File: src/rtl/agu_scheduler.sv
// Round-robin scheduler sharing one address generation unit between NUM_REQ clients.
// Latches and validates a descriptor, runs the AGU start/done handshake and tags the address stream.
package accel_pkg;
  localparam int ADDR_WIDTH = 32;

  typedef enum logic [1:0] {
    SEQUENTIAL = 2'd0,
    STRIDED    = 2'd1,
    SLIDING_2D = 2'd2,
    GATHER     = 2'd3
  } access_pattern_e;
endpackage

module agu_scheduler
  import accel_pkg::*;
#(
  parameter int NUM_REQ = 3,
  localparam int ID_W = $clog2(NUM_REQ)
) (
  input  logic                                 clk,
  input  logic                                 rst_n,
  input  logic [NUM_REQ-1:0]                   req_valid,
  output logic [NUM_REQ-1:0]                   req_ready,
  input  access_pattern_e [NUM_REQ-1:0]        req_pattern,
  input  logic [NUM_REQ-1:0][ADDR_WIDTH-1:0]   req_base,
  input  logic [NUM_REQ-1:0][15:0]             req_length,
  input  logic [NUM_REQ-1:0][7:0]              req_stride,
  input  logic [NUM_REQ-1:0][7:0]              req_width,
  input  logic [NUM_REQ-1:0][7:0]              req_height,
  input  logic [NUM_REQ-1:0][7:0]              req_ksize,
  output logic                                 agu_start,
  output access_pattern_e                      agu_pattern,
  output logic [ADDR_WIDTH-1:0]                agu_base_addr,
  output logic [15:0]                          agu_length,
  output logic [7:0]                           agu_stride,
  output logic [7:0]                           agu_width,
  output logic [7:0]                           agu_height,
  output logic [7:0]                           agu_kernel_size,
  input  logic                                 agu_done,
  input  logic [ADDR_WIDTH-1:0]                agu_addr,
  input  logic                                 agu_addr_valid,
  output logic                                 agu_addr_ready,
  output logic [ADDR_WIDTH-1:0]                m_addr,
  output logic                                 m_addr_valid,
  input  logic                                 m_addr_ready,
  output logic [ID_W-1:0]                      m_addr_id,
  output logic                                 cmp_valid,
  output logic [ID_W-1:0]                      cmp_id,
  output logic                                 cmp_err,
  output logic                                 busy
);

  localparam logic [1:0] S_IDLE    = 2'd0;
  localparam logic [1:0] S_RUN     = 2'd1;
  localparam logic [1:0] S_RELEASE = 2'd2;
  localparam logic [1:0] S_RESP    = 2'd3;

  function automatic logic desc_invalid(input access_pattern_e pat, input logic [15:0] len,
                                        input logic [7:0] stride, input logic [7:0] width,
                                        input logic [7:0] height, input logic [7:0] ksize);
    logic bad;
    bad = (len == 16'd0);
    if (pat == SLIDING_2D) begin
      bad = bad | (stride == 8'd0) | (ksize == 8'd0) | (ksize > width) | (ksize > height);
    end else begin
      bad = bad;
    end
    return bad;
  endfunction

  logic [1:0]            state_q, state_d;
  logic [ID_W-1:0]       rr_ptr_q, rr_ptr_d;
  logic [ID_W-1:0]       cur_id_q, cur_id_d;
  logic                  err_q, err_d;
  access_pattern_e       pattern_q, pattern_d;
  logic [ADDR_WIDTH-1:0] base_q, base_d;
  logic [15:0]           length_q, length_d;
  logic [7:0]            stride_q, stride_d, width_q, width_d;
  logic [7:0]            height_q, height_d, ksize_q, ksize_d;
  logic                  agu_start_q, agu_start_d;
  logic                  cmp_valid_q, cmp_valid_d;
  logic [ID_W-1:0]       cmp_id_q, cmp_id_d;
  logic                  cmp_err_q, cmp_err_d;
  logic                  busy_q, busy_d;

  logic                  gnt_found;
  logic [ID_W-1:0]       gnt_idx;
  int                    cand;
  logic                  in_run;

  // First valid requester at or above rr_ptr, wrapping modulo NUM_REQ.
  always_comb begin
    gnt_found = 1'b0;
    gnt_idx   = '0;
    cand      = 0;
    for (int i = 0; i < NUM_REQ; i++) begin
      cand = int'(rr_ptr_q) + i;
      if (cand >= NUM_REQ) begin
        cand = cand - NUM_REQ;
      end else begin
        cand = cand;
      end
      if (!gnt_found && req_valid[ID_W'(cand)]) begin
        gnt_found = 1'b1;
        gnt_idx   = ID_W'(cand);
      end else begin
        gnt_found = gnt_found;
      end
    end
  end

  // Next-state, descriptor capture and registered output computation.
  always_comb begin
    state_d  = state_q;
    rr_ptr_d = rr_ptr_q;
    cur_id_d = cur_id_q;
    err_d    = err_q;
    pattern_d = pattern_q;
    base_d   = base_q;
    length_d = length_q;
    stride_d = stride_q;
    width_d  = width_q;
    height_d = height_q;
    ksize_d  = ksize_q;
    case (state_q)
      S_IDLE: begin
        if (gnt_found) begin
          cur_id_d  = gnt_idx;
          rr_ptr_d  = (gnt_idx == ID_W'(NUM_REQ - 1)) ? '0 : gnt_idx + ID_W'(1);
          pattern_d = req_pattern[gnt_idx];
          base_d    = req_base[gnt_idx];
          length_d  = req_length[gnt_idx];
          stride_d  = req_stride[gnt_idx];
          width_d   = req_width[gnt_idx];
          height_d  = req_height[gnt_idx];
          ksize_d   = req_ksize[gnt_idx];
          err_d     = desc_invalid(req_pattern[gnt_idx], req_length[gnt_idx], req_stride[gnt_idx],
                                   req_width[gnt_idx], req_height[gnt_idx], req_ksize[gnt_idx]);
          state_d   = err_d ? S_RESP : S_RUN;
        end else begin
          state_d = S_IDLE;
        end
      end
      S_RUN: begin
        if (agu_done) state_d = S_RELEASE;
        else          state_d = S_RUN;
      end
      S_RELEASE: begin
        if (!agu_done) state_d = S_RESP;
        else           state_d = S_RELEASE;
      end
      S_RESP:  state_d = S_IDLE;
      default: state_d = S_IDLE;
    endcase
    // Control and completion outputs decode the next state so they come straight from flops.
    agu_start_d = (state_d == S_RUN);
    busy_d      = (state_d != S_IDLE);
    cmp_valid_d = (state_d == S_RESP);
    cmp_err_d   = (state_d == S_RESP) & err_d;
    cmp_id_d    = (state_d == S_RESP) ? cur_id_d : cmp_id_q;
  end

  // State and descriptor registers; a reset mid-job drops it without a completion.
  always_ff @(posedge clk or negedge rst_n) begin
    if (!rst_n) begin
      state_q     <= S_IDLE;
      rr_ptr_q    <= '0;
      cur_id_q    <= '0;
      err_q       <= 1'b0;
      pattern_q   <= SEQUENTIAL;
      base_q      <= '0;
      length_q    <= 16'd0;
      stride_q    <= 8'd0;
      width_q     <= 8'd0;
      height_q    <= 8'd0;
      ksize_q     <= 8'd0;
      agu_start_q <= 1'b0;
      cmp_valid_q <= 1'b0;
      cmp_id_q    <= '0;
      cmp_err_q   <= 1'b0;
      busy_q      <= 1'b0;
    end else begin
      state_q     <= state_d;
      rr_ptr_q    <= rr_ptr_d;
      cur_id_q    <= cur_id_d;
      err_q       <= err_d;
      pattern_q   <= pattern_d;
      base_q      <= base_d;
      length_q    <= length_d;
      stride_q    <= stride_d;
      width_q     <= width_d;
      height_q    <= height_d;
      ksize_q     <= ksize_d;
      agu_start_q <= agu_start_d;
      cmp_valid_q <= cmp_valid_d;
      cmp_id_q    <= cmp_id_d;
      cmp_err_q   <= cmp_err_d;
      busy_q      <= busy_d;
    end
  end

  // Accept strobe and address-stream pass-through, both gated by state.
  always_comb begin
    req_ready = '0;
    if (rst_n && (state_q == S_IDLE) && gnt_found) begin
      req_ready[gnt_idx] = 1'b1;
    end else begin
      req_ready = '0;
    end
    in_run         = (state_q == S_RUN);
    m_addr         = agu_addr;
    m_addr_valid   = in_run & agu_addr_valid;
    agu_addr_ready = in_run & m_addr_ready;
    m_addr_id      = cur_id_q;
  end

  assign agu_start       = agu_start_q;
  assign agu_pattern     = pattern_q;
  assign agu_base_addr   = base_q;
  assign agu_length      = length_q;
  assign agu_stride      = stride_q;
  assign agu_width       = width_q;
  assign agu_height      = height_q;
  assign agu_kernel_size = ksize_q;
  assign cmp_valid       = cmp_valid_q;
  assign cmp_id          = cmp_id_q;
  assign cmp_err         = cmp_err_q;
  assign busy            = busy_q;

endmodule

File: config.mk
export PLATFORM = sky130hd
export DESIGN_NAME = agu_scheduler
export DESIGN_NICKNAME = d
export VERILOG_FILES = /design/src/rtl/agu_scheduler.sv
export SDC_FILE = /design/constraint.sdc
export NUM_CORES = 1
export LEC_CHECK = 0
export CAP_MARGIN = 10
export CELL_PAD_IN_SITES_DETAIL_PLACEMENT = 1
export CELL_PAD_IN_SITES_GLOBAL_PLACEMENT = 2
export CORE_UTILIZATION = 19
export CTS_BUF_LIST = sky130_fd_sc_hd__clkbuf_4 sky130_fd_sc_hd__clkbuf_8
export CTS_CLUSTER_DIAMETER = 60
export CTS_CLUSTER_SIZE = 30
export DETAILED_ROUTE_END_ITERATION = 8
export PLACE_DENSITY_LB_ADDON = 0.1
export SLEW_MARGIN = 25
export SYNTH_ARGS = -nofsm -noshare
export SYNTH_HDL_FRONTEND = slang
export SYNTH_SLANG_ARGS = --single-unit
File: constraint.sdc
create_clock -name clk -period 5.25 [get_ports clk]
set_input_delay 1.05 -clock clk [delete_from_list [all_inputs] [get_ports clk]]
set_output_delay 1.05 -clock clk [all_outputs]
set_load 0.01 [all_outputs]
==> metrics.log, run 1 <==
[metrics] CP Class: input pin to output pin
[metrics] startpoint of the worst hold path: agu_base_addr[30]
[metrics] average footprint of a synthesized cell: 7.79 sq um
[metrics] met1 WL: 14600 um
[metrics] first-pass GRT wire length: ~49000 um
[metrics] largest net degree at the start of global routing: 56
[metrics] number of buffers inserted for hold repair after clock tree synthesis: 0
[metrics] post-detailed-route count of antenna-violating nets: 0
[metrics] count of boundary I/O pins: between 400 and 500
[metrics] top routing layer used: met5
[metrics] total power density per cell area: 682 nW/um^2
[metrics] quantity of I/O buffers inserted on ports: around 350
[metrics] type of the tightest min-delay check: register to register
[metrics] Slew headroom: 51.8%
[metrics] proportion of layout cells with a drive suffix above 1: approximately 10%
[metrics] clock skew after layout: between 7 and 8 ps
[metrics] sequential area share after synthesis: a little over a third
[metrics] Cell variety after synth: just over 70
[metrics] Gate Count Post-Synth: approximately 840
[metrics] required arrival time at the worst endpoint: ~4200 ps
[metrics] detailed-router iteration count before antenna repair: 4
[metrics] weighted congestion at the end of routability-driven global placement: between 0.8 and 0.9
[metrics] Leakage: about 4.4 nW
[metrics] async set-or-reset flop fraction in the synthesized netlist: 100%
[metrics] ordered cell list for the critical path: clkdlybuf4s50_1 -> mux2i_1 -> mux2i_1 -> a311o_1 -> nand2_4 -> buf_4 -> nor3_1 -> clkdlybuf4s50_1
[metrics] Worst R2R Setup Slack: 560 ps
[metrics] Clock Sinks: 95
[metrics] Period Utilization, post-route: between 90 and 100%
[metrics] Clock H-tree levels: 3
[metrics] unrepaired setup endpoints after global routing: false
[metrics] Critical Path Sink Type: output pin
[metrics] final-stage net count: roughly 1500
[metrics] largest fanout of any net on the critical path: 23
[metrics] horizontal die dimension: around 190 um
[metrics] overall global routing resource usage: between 10% and 20%
[metrics] synthesis-to-finish area growth: 63.4%
[metrics] overall via count from detail_route: around 7200
[metrics] worst slew pin tran: slightly above 700 ps
[metrics] placed inst area: between 10000 and 15000 sq um
[metrics] clock insertion delay at the later pin of the skew report: around 400 ps
[metrics] number of cells on the worst reg-to-reg path: 19
[metrics] FP Rows: 67
[metrics] HPWL after detailed placement: ~26000 um
[metrics] count of flip-flops with a built-in enable after synthesis: 0
[metrics] post-CTS resize count: 0
[metrics] CP startpoint kind: input pin
[metrics] final count of hold timing violations: 0
[metrics] Worst EP arrival: about 3700 ps
[metrics] maximum buffer depth of the clock tree: 2
[metrics] count of routing violations after the opening detailed-route iteration: between 200 and 250
[metrics] Worst Setup Slack post-DPL: -27.8 ps
[metrics] synthesized flop and latch total: between 90 and 100
[metrics] CTS Root Buffer Type: sky130_fd_sc_hd__clkbuf_8
[metrics] final critical-path required period: about 4800 ps
[metrics] Hold Path Sink: agu_base_addr[30]
[metrics] Avg Vias per Cell: 4.46
[metrics] critical register-to-register path startpoint: rr_ptr_q[1]
[metrics] DIE AREA: around 35000 sq um
[metrics] longest individual stage delay on the worst path: just under 600 ps
[metrics] finished layout cell area: roughly 11000 sq um
[metrics] most instantiated flip-flop cell in the synthesis netlist: sky130_fd_sc_hd__dfrtp_1
[metrics] met2 WL: 15500 um
[metrics] summed instance area of the synthesized netlist: around 6500 sq um
[metrics] most frequent standard cell in the layout excluding fill and tap cells: sky130_fd_sc_hd__clkdlybuf4s50_1
[metrics] Fin Setup TNS: 0 ps
[metrics] max-cap check violation count: 0
[metrics] initial antenna violation count: 2
[metrics] Routed wire per std cell: 20.1 um
[metrics] total power draw: just over 7 mW
[metrics] CTS buffer count: 9
[metrics] final slew viol count: 0
[metrics] Post-CTS Setup Repair Bufs: 0
[metrics] count of synthesis-stage warnings from yosys: 0
[metrics] Slowest-stage cell, CP: sky130_fd_sc_hd__clkdlybuf4s50_1
[metrics] clock edge transition at the registers on the reported setup and hold paths: approximately 100 ps
[metrics] result of the run: finished, final reports clean
[metrics] worst vdd ir: 203 uV
[metrics] overall overflow remaining after global route: 0
[metrics] most frequent cells in the layout: sky130_fd_sc_hd__clkdlybuf4s50_1, sky130_fd_sc_hd__nand2_1, sky130_fd_sc_hd__a21oi_1, sky130_fd_sc_hd__dfrtp_1, sky130_fd_sc_hd__o21ai_0
[metrics] total setup violations reported at the end of the flow: 0
[metrics] die outline height: 187 um
[metrics] post-route worst hold slack: 488 ps
[metrics] initial cell density of the core: 19.4%
[metrics] peak clock frequency supported by timing: around 210 MHz
[metrics] worst hold path stage count: 2
[metrics] Final Routed Wirelength: 32400 um
[metrics] core region area: between 30000 and 40000 sq um
[metrics] post-route worst setup slack: between 400 and 500 ps
[metrics] net count of the mapped netlist: 1140
[metrics] clock tree from TritonCTS: yes
[metrics] vias in the first global route: around 7600
[metrics] amount of wire on met3 after detailed routing: ~2000 um
[metrics] capturing point of the worst reg2reg path: cmp_id[1]
[metrics] DRC violations left: 0
-- worst max-delay path by stage --
stage                     slack, ps  cells past startpoint         start      endpoint
after CTS                       440                     16  req_valid[1]     cmp_id[1]
after detailed placement        -30                     16  req_valid[1]     cmp_id[1]
final                           490                      8  req_valid[0]  req_ready[1]
after global placement           30                     16  req_valid[1]     cmp_id[0]
after global routing            170                     19   rr_ptr_q[1]     cmp_id[0]
after floorplan                 540                     18  req_valid[1]     cmp_id[0]
-- cells by family after synthesis --
family | synth area share [%]
fa+ha+maj | 3.46
compound gates | 27.6
simple gates | 20.3
mux | 3.17
flops | 36.5
xor+xnor | 0.134
buf+inv | 8.87
-- routing by layer --
metal | vias up | global-route usage (%)
met5 | - | 0
met2 | 242 | 31.6
met1 | 3376 | 23.9
li1 | 3538 | -
met4 | 2 | 4.16
met3 | 21 | 4.30
-- stage by stage --
stage / utilization, % / cells
finish: 31.7 / 1609
global route: 31.7 / 1609
CTS: 31.7 / 1608
detailed placement: 31.1 / 1592
global placement: 31.1 / 1592
floorplan: - / 836
-- synth_stat cells (all sizes together), types with 3 or more instances --
cell type	count	area, sq um
nand2	228	856
nand4	12	75.1
nor3	7	45.0
o21ai	88	444
and4	4	35.0
buf	57	398
a22oi	4	30.0
nor2	20	80.1
o21a	3	23.8
and2	7	43.8
o22ai	3	31.3
clkbuf	33	124
o31ai	3	22.5
nand3	8	40.0
a21oi	129	649
a31o	16	140
a31oi	6	52.6
inv	15	56.3
mux2i	9	90.1
mux2	10	116
dfrtp	95	2380
a221oi	4	47.6
nand3b	4	37.5
ha	18	225
nor4	3	25.0
nand2b	3	26.3
a2111oi	3	26.3
nor2b	5	31.3
a21o	8	60.1
-- registers in the layout (all words and copies together) (netlist names), 2 cells and up --
signal and flops:
agu_pattern 2, agu_length 16, agu_base_addr 32, state_q 2
m_addr_id 2, agu_stride 8, cmp_id 2, agu_width 8
agu_height 8, rr_ptr_q 2, agu_kernel_size 8
-- critical path: cells and delay by family --
kind	cells	cell delay (ps)
buffers and inverters	3	1390
AND/OR/NAND/NOR	2	450
AO/OA/AOI/OAI	1	370
multiplexers	2	440
-- report_power, final --
part           internal [mW]  switching, mW
Sequential              1.10          0.195
Clock                  0.190          0.305
Combinational           2.37           3.10
-- area by class of cell --
| type | count | area (sq um) |
|---|---|---|
| Antenna cell | 1 | 2.50 |
| Inverter | 15 | 56.3 |
| Sequential cell | 95 | 2380 |
| Clock inverter | 5 | 33.8 |
| Multi-Input combinational cell | 636 | 3590 |
| Tap cell | 448 | 561 |
| Clock buffer | 11 | 145 |
| Fill cell | 4002 | 23000 |
| Timing Repair Buffer | 398 | 3880 |
Note: power is estimated with default switching activity, not from simulation.
==> run 2: changes to the inputs <==
CAP_MARGIN = 30   (was 10)
clock period = 4.5 ns   (was 5.25 ns; I/O delays follow)
==> metrics.log, run 2 (same netlist as run 1, synthesis figures left out) <==
[metrics] result of the run: finished, final reports clean
[metrics] number of cells on the worst reg-to-reg path: 21
[metrics] CTS buffer count: 9
[metrics] Period Utilization, post-route: a little over nine tenths
[metrics] Avg Vias per Cell: ~4.5
[metrics] Clock H-tree levels: 3
[metrics] Leakage: ~4.7 nW
[metrics] clock skew after layout: 9.84 ps
[metrics] proportion of layout cells with a drive suffix above 1: 15.3%
[metrics] Final Routed Wirelength: around 34000 um
[metrics] overall via count from detail_route: 7395
[metrics] DIE AREA: around 35000 sq um
[metrics] final-stage net count: around 1500
[metrics] first-pass GRT wire length: between 50000 and 60000 um
[metrics] HPWL after detailed placement: approximately 27000 um
[metrics] final critical-path required period: ~4300 ps
[metrics] final slew viol count: 0
[metrics] CTS Root Buffer Type: sky130_fd_sc_hd__clkbuf_8
[metrics] quantity of I/O buffers inserted on ports: between 300 and 400
[metrics] post-detailed-route count of antenna-violating nets: 0
[metrics] Register Area: 2380 sq um
[metrics] type of the tightest min-delay check: register to register
[metrics] Largest register FFs: 32
[metrics] count of boundary I/O pins: 413
[metrics] overall global routing resource usage: about a fifth
[metrics] DRC violations left: 0
[metrics] CP startpoint kind: input pin
[metrics] maximum buffer depth of the clock tree: 2
[metrics] FP Rows: 67
[metrics] unrepaired setup endpoints after global routing: false
[metrics] detailed-router iteration count before antenna repair: 4
[metrics] most frequent standard cell in the layout excluding fill and tap cells: sky130_fd_sc_hd__clkdlybuf4s50_1
[metrics] max-cap check violation count: 0
[metrics] count of routing violations after the opening detailed-route iteration: 288
[metrics] vias in the first global route: about 8000
[metrics] capturing point of the worst reg2reg path: cmp_id[0]
[metrics] worst vdd ir: 273 uV
[metrics] clock edge transition at the registers on the reported setup and hold paths: ~80 ps
[metrics] Worst EP arrival: ~3400 ps
[metrics] largest net degree at the start of global routing: 59
[metrics] initial antenna violation count: 3
[metrics] worst slew pin tran: around 850 ps
[metrics] total setup violations reported at the end of the flow: 0
[metrics] Fillers: 3956
[metrics] Clock Sinks: 95
[metrics] largest fanout of any net on the critical path: 34
[metrics] final count of hold timing violations: 0
[metrics] overall overflow remaining after global route: 0
[metrics] clock insertion delay at the later pin of the skew report: 400 ps
[metrics] worst hold path stage count: 2
[metrics] weighted congestion at the end of routability-driven global placement: about 0.85
[metrics] Worst R2R Setup Slack: 240 ps
[metrics] synthesis-to-finish area growth: 72.3%
[metrics] horizontal die dimension: around 190 um
[metrics] Critical Path Sink Type: output pin
[metrics] core region area: about 34000 sq um
[metrics] finished layout cell area: 11200 sq um
[metrics] initial cell density of the core: between 10% and 20%
[metrics] fin util: 33.4%
[metrics] most frequent cells in the layout: sky130_fd_sc_hd__clkdlybuf4s50_1, sky130_fd_sc_hd__nand2_1, sky130_fd_sc_hd__a21oi_1, sky130_fd_sc_hd__dfrtp_1, sky130_fd_sc_hd__buf_4
[metrics] startpoint of the worst hold path: agu_pattern[1]
[metrics] Antenna Cells: 0
[metrics] area of combinational cells with multiple inputs: 3690 sq um
[metrics] CP Class: input pin to output pin
[metrics] total power draw: ~9.3 mW
[metrics] number of buffers inserted for hold repair after clock tree synthesis: 0
[metrics] critical register-to-register path startpoint: rr_ptr_q[0]
[metrics] required arrival time at the worst endpoint: 3600 ps
[metrics] placed inst area: approximately 11000 sq um
[metrics] total power density per cell area: slightly above 800 nW/um^2
[metrics] Hold Path Sink: agu_pattern[1]
[metrics] cell total after placement: about 1600
[metrics] final non-filler cell total: ~1700
[metrics] Slew headroom: a little over two fifths
[metrics] clock tree from TritonCTS: yes
[metrics] die outline height: between 150 and 200 um
[metrics] Routed wire per std cell: a little over 20 um
[metrics] peak clock frequency supported by timing: around 230 MHz
[run 2: changes by cell type in the layout (fill, tap and decap cells not counted), moves of 3 or more]
cell / previous run / this run
sky130_fd_sc_hd__a21oi_1: 128 / 125
sky130_fd_sc_hd__mux2i_1: 9 / 5
sky130_fd_sc_hd__buf_4: 49 / 94
sky130_fd_sc_hd__a21oi_2: 1 / 4
sky130_fd_sc_hd__mux2i_2: 0 / 4
sky130_fd_sc_hd__buf_12: 2 / 5
sky130_fd_sc_hd__buf_6: 0 / 3
[run 2: layer usage]
metal  vias up  track usage (%)  wire, um
met5         -                0        50
met4         6             3.85       330
met3        20             4.82      2250
met2       233             32.6     16000
met1      3491             24.4     15100
li1       3645                -         -
[run 2: cell type report]
class                   count  area share, %
flip-flops and latches     95           21.2
well taps                 448           4.99
multi-input cells         637           32.9
clock buffers              14           1.61
inverters                  15          0.502
repair buffers            449           38.5
clock inverters             2          0.334
[run 2: critical path, cell delays in order]
cell and delay, ps:
sky130_fd_sc_hd__clkdlybuf4s50_1 570, sky130_fd_sc_hd__nand2b_1 120, sky130_fd_sc_hd__mux2i_2 270, sky130_fd_sc_hd__a311o_2 270, sky130_fd_sc_hd__nand2_4 120, sky130_fd_sc_hd__buf_4 170, sky130_fd_sc_hd__buf_6 180, sky130_fd_sc_hd__nor3_1 210
sky130_fd_sc_hd__clkdlybuf4s50_1 560
[run 2: how the worst max path moves through the flow]
stage | startpoint | end | slack, ps | cells after the start
after global routing | rr_ptr_q[0] | cmp_id[0] | 6 | 18
after floorplan | req_valid[1] | cmp_id[0] | 120 | 19
after global placement | req_valid[0] | cmp_id[0] | -320 | 17
final | req_valid[2] | req_ready[0] | 210 | 9
after detailed placement | req_valid[0] | state_q[1] | -410 | 16
after CTS | req_valid[0] | cmp_id[0] | 10 | 17
[run 2: stage by stage]
| step | setup WS (ps) | TNS [ps] | hold WS, ps |
|---|---|---|---|
| finish | 213 | 0 | 484 |
| global placement | -319 | -2030 | 457 |
| floorplan | 115 | 0 | 450 |
| detailed placement | -411 | -2690 | 467 |
| CTS | 14.6 | 0 | 488 |
| global route | 5.68 | 0 | 513 |
[run 2: power by group]
part           internal [mW]  switching [mW]
logic                   3.29            3.84
registers               1.28           0.241
clock network          0.316           0.336
[run 2: what timing repair did]
item	in CTS	in global routing
setup buffers	4	1
cloned	0	1
pin swaps	2	8
setup endpoints to repair	2	9
resized for setup	2	27
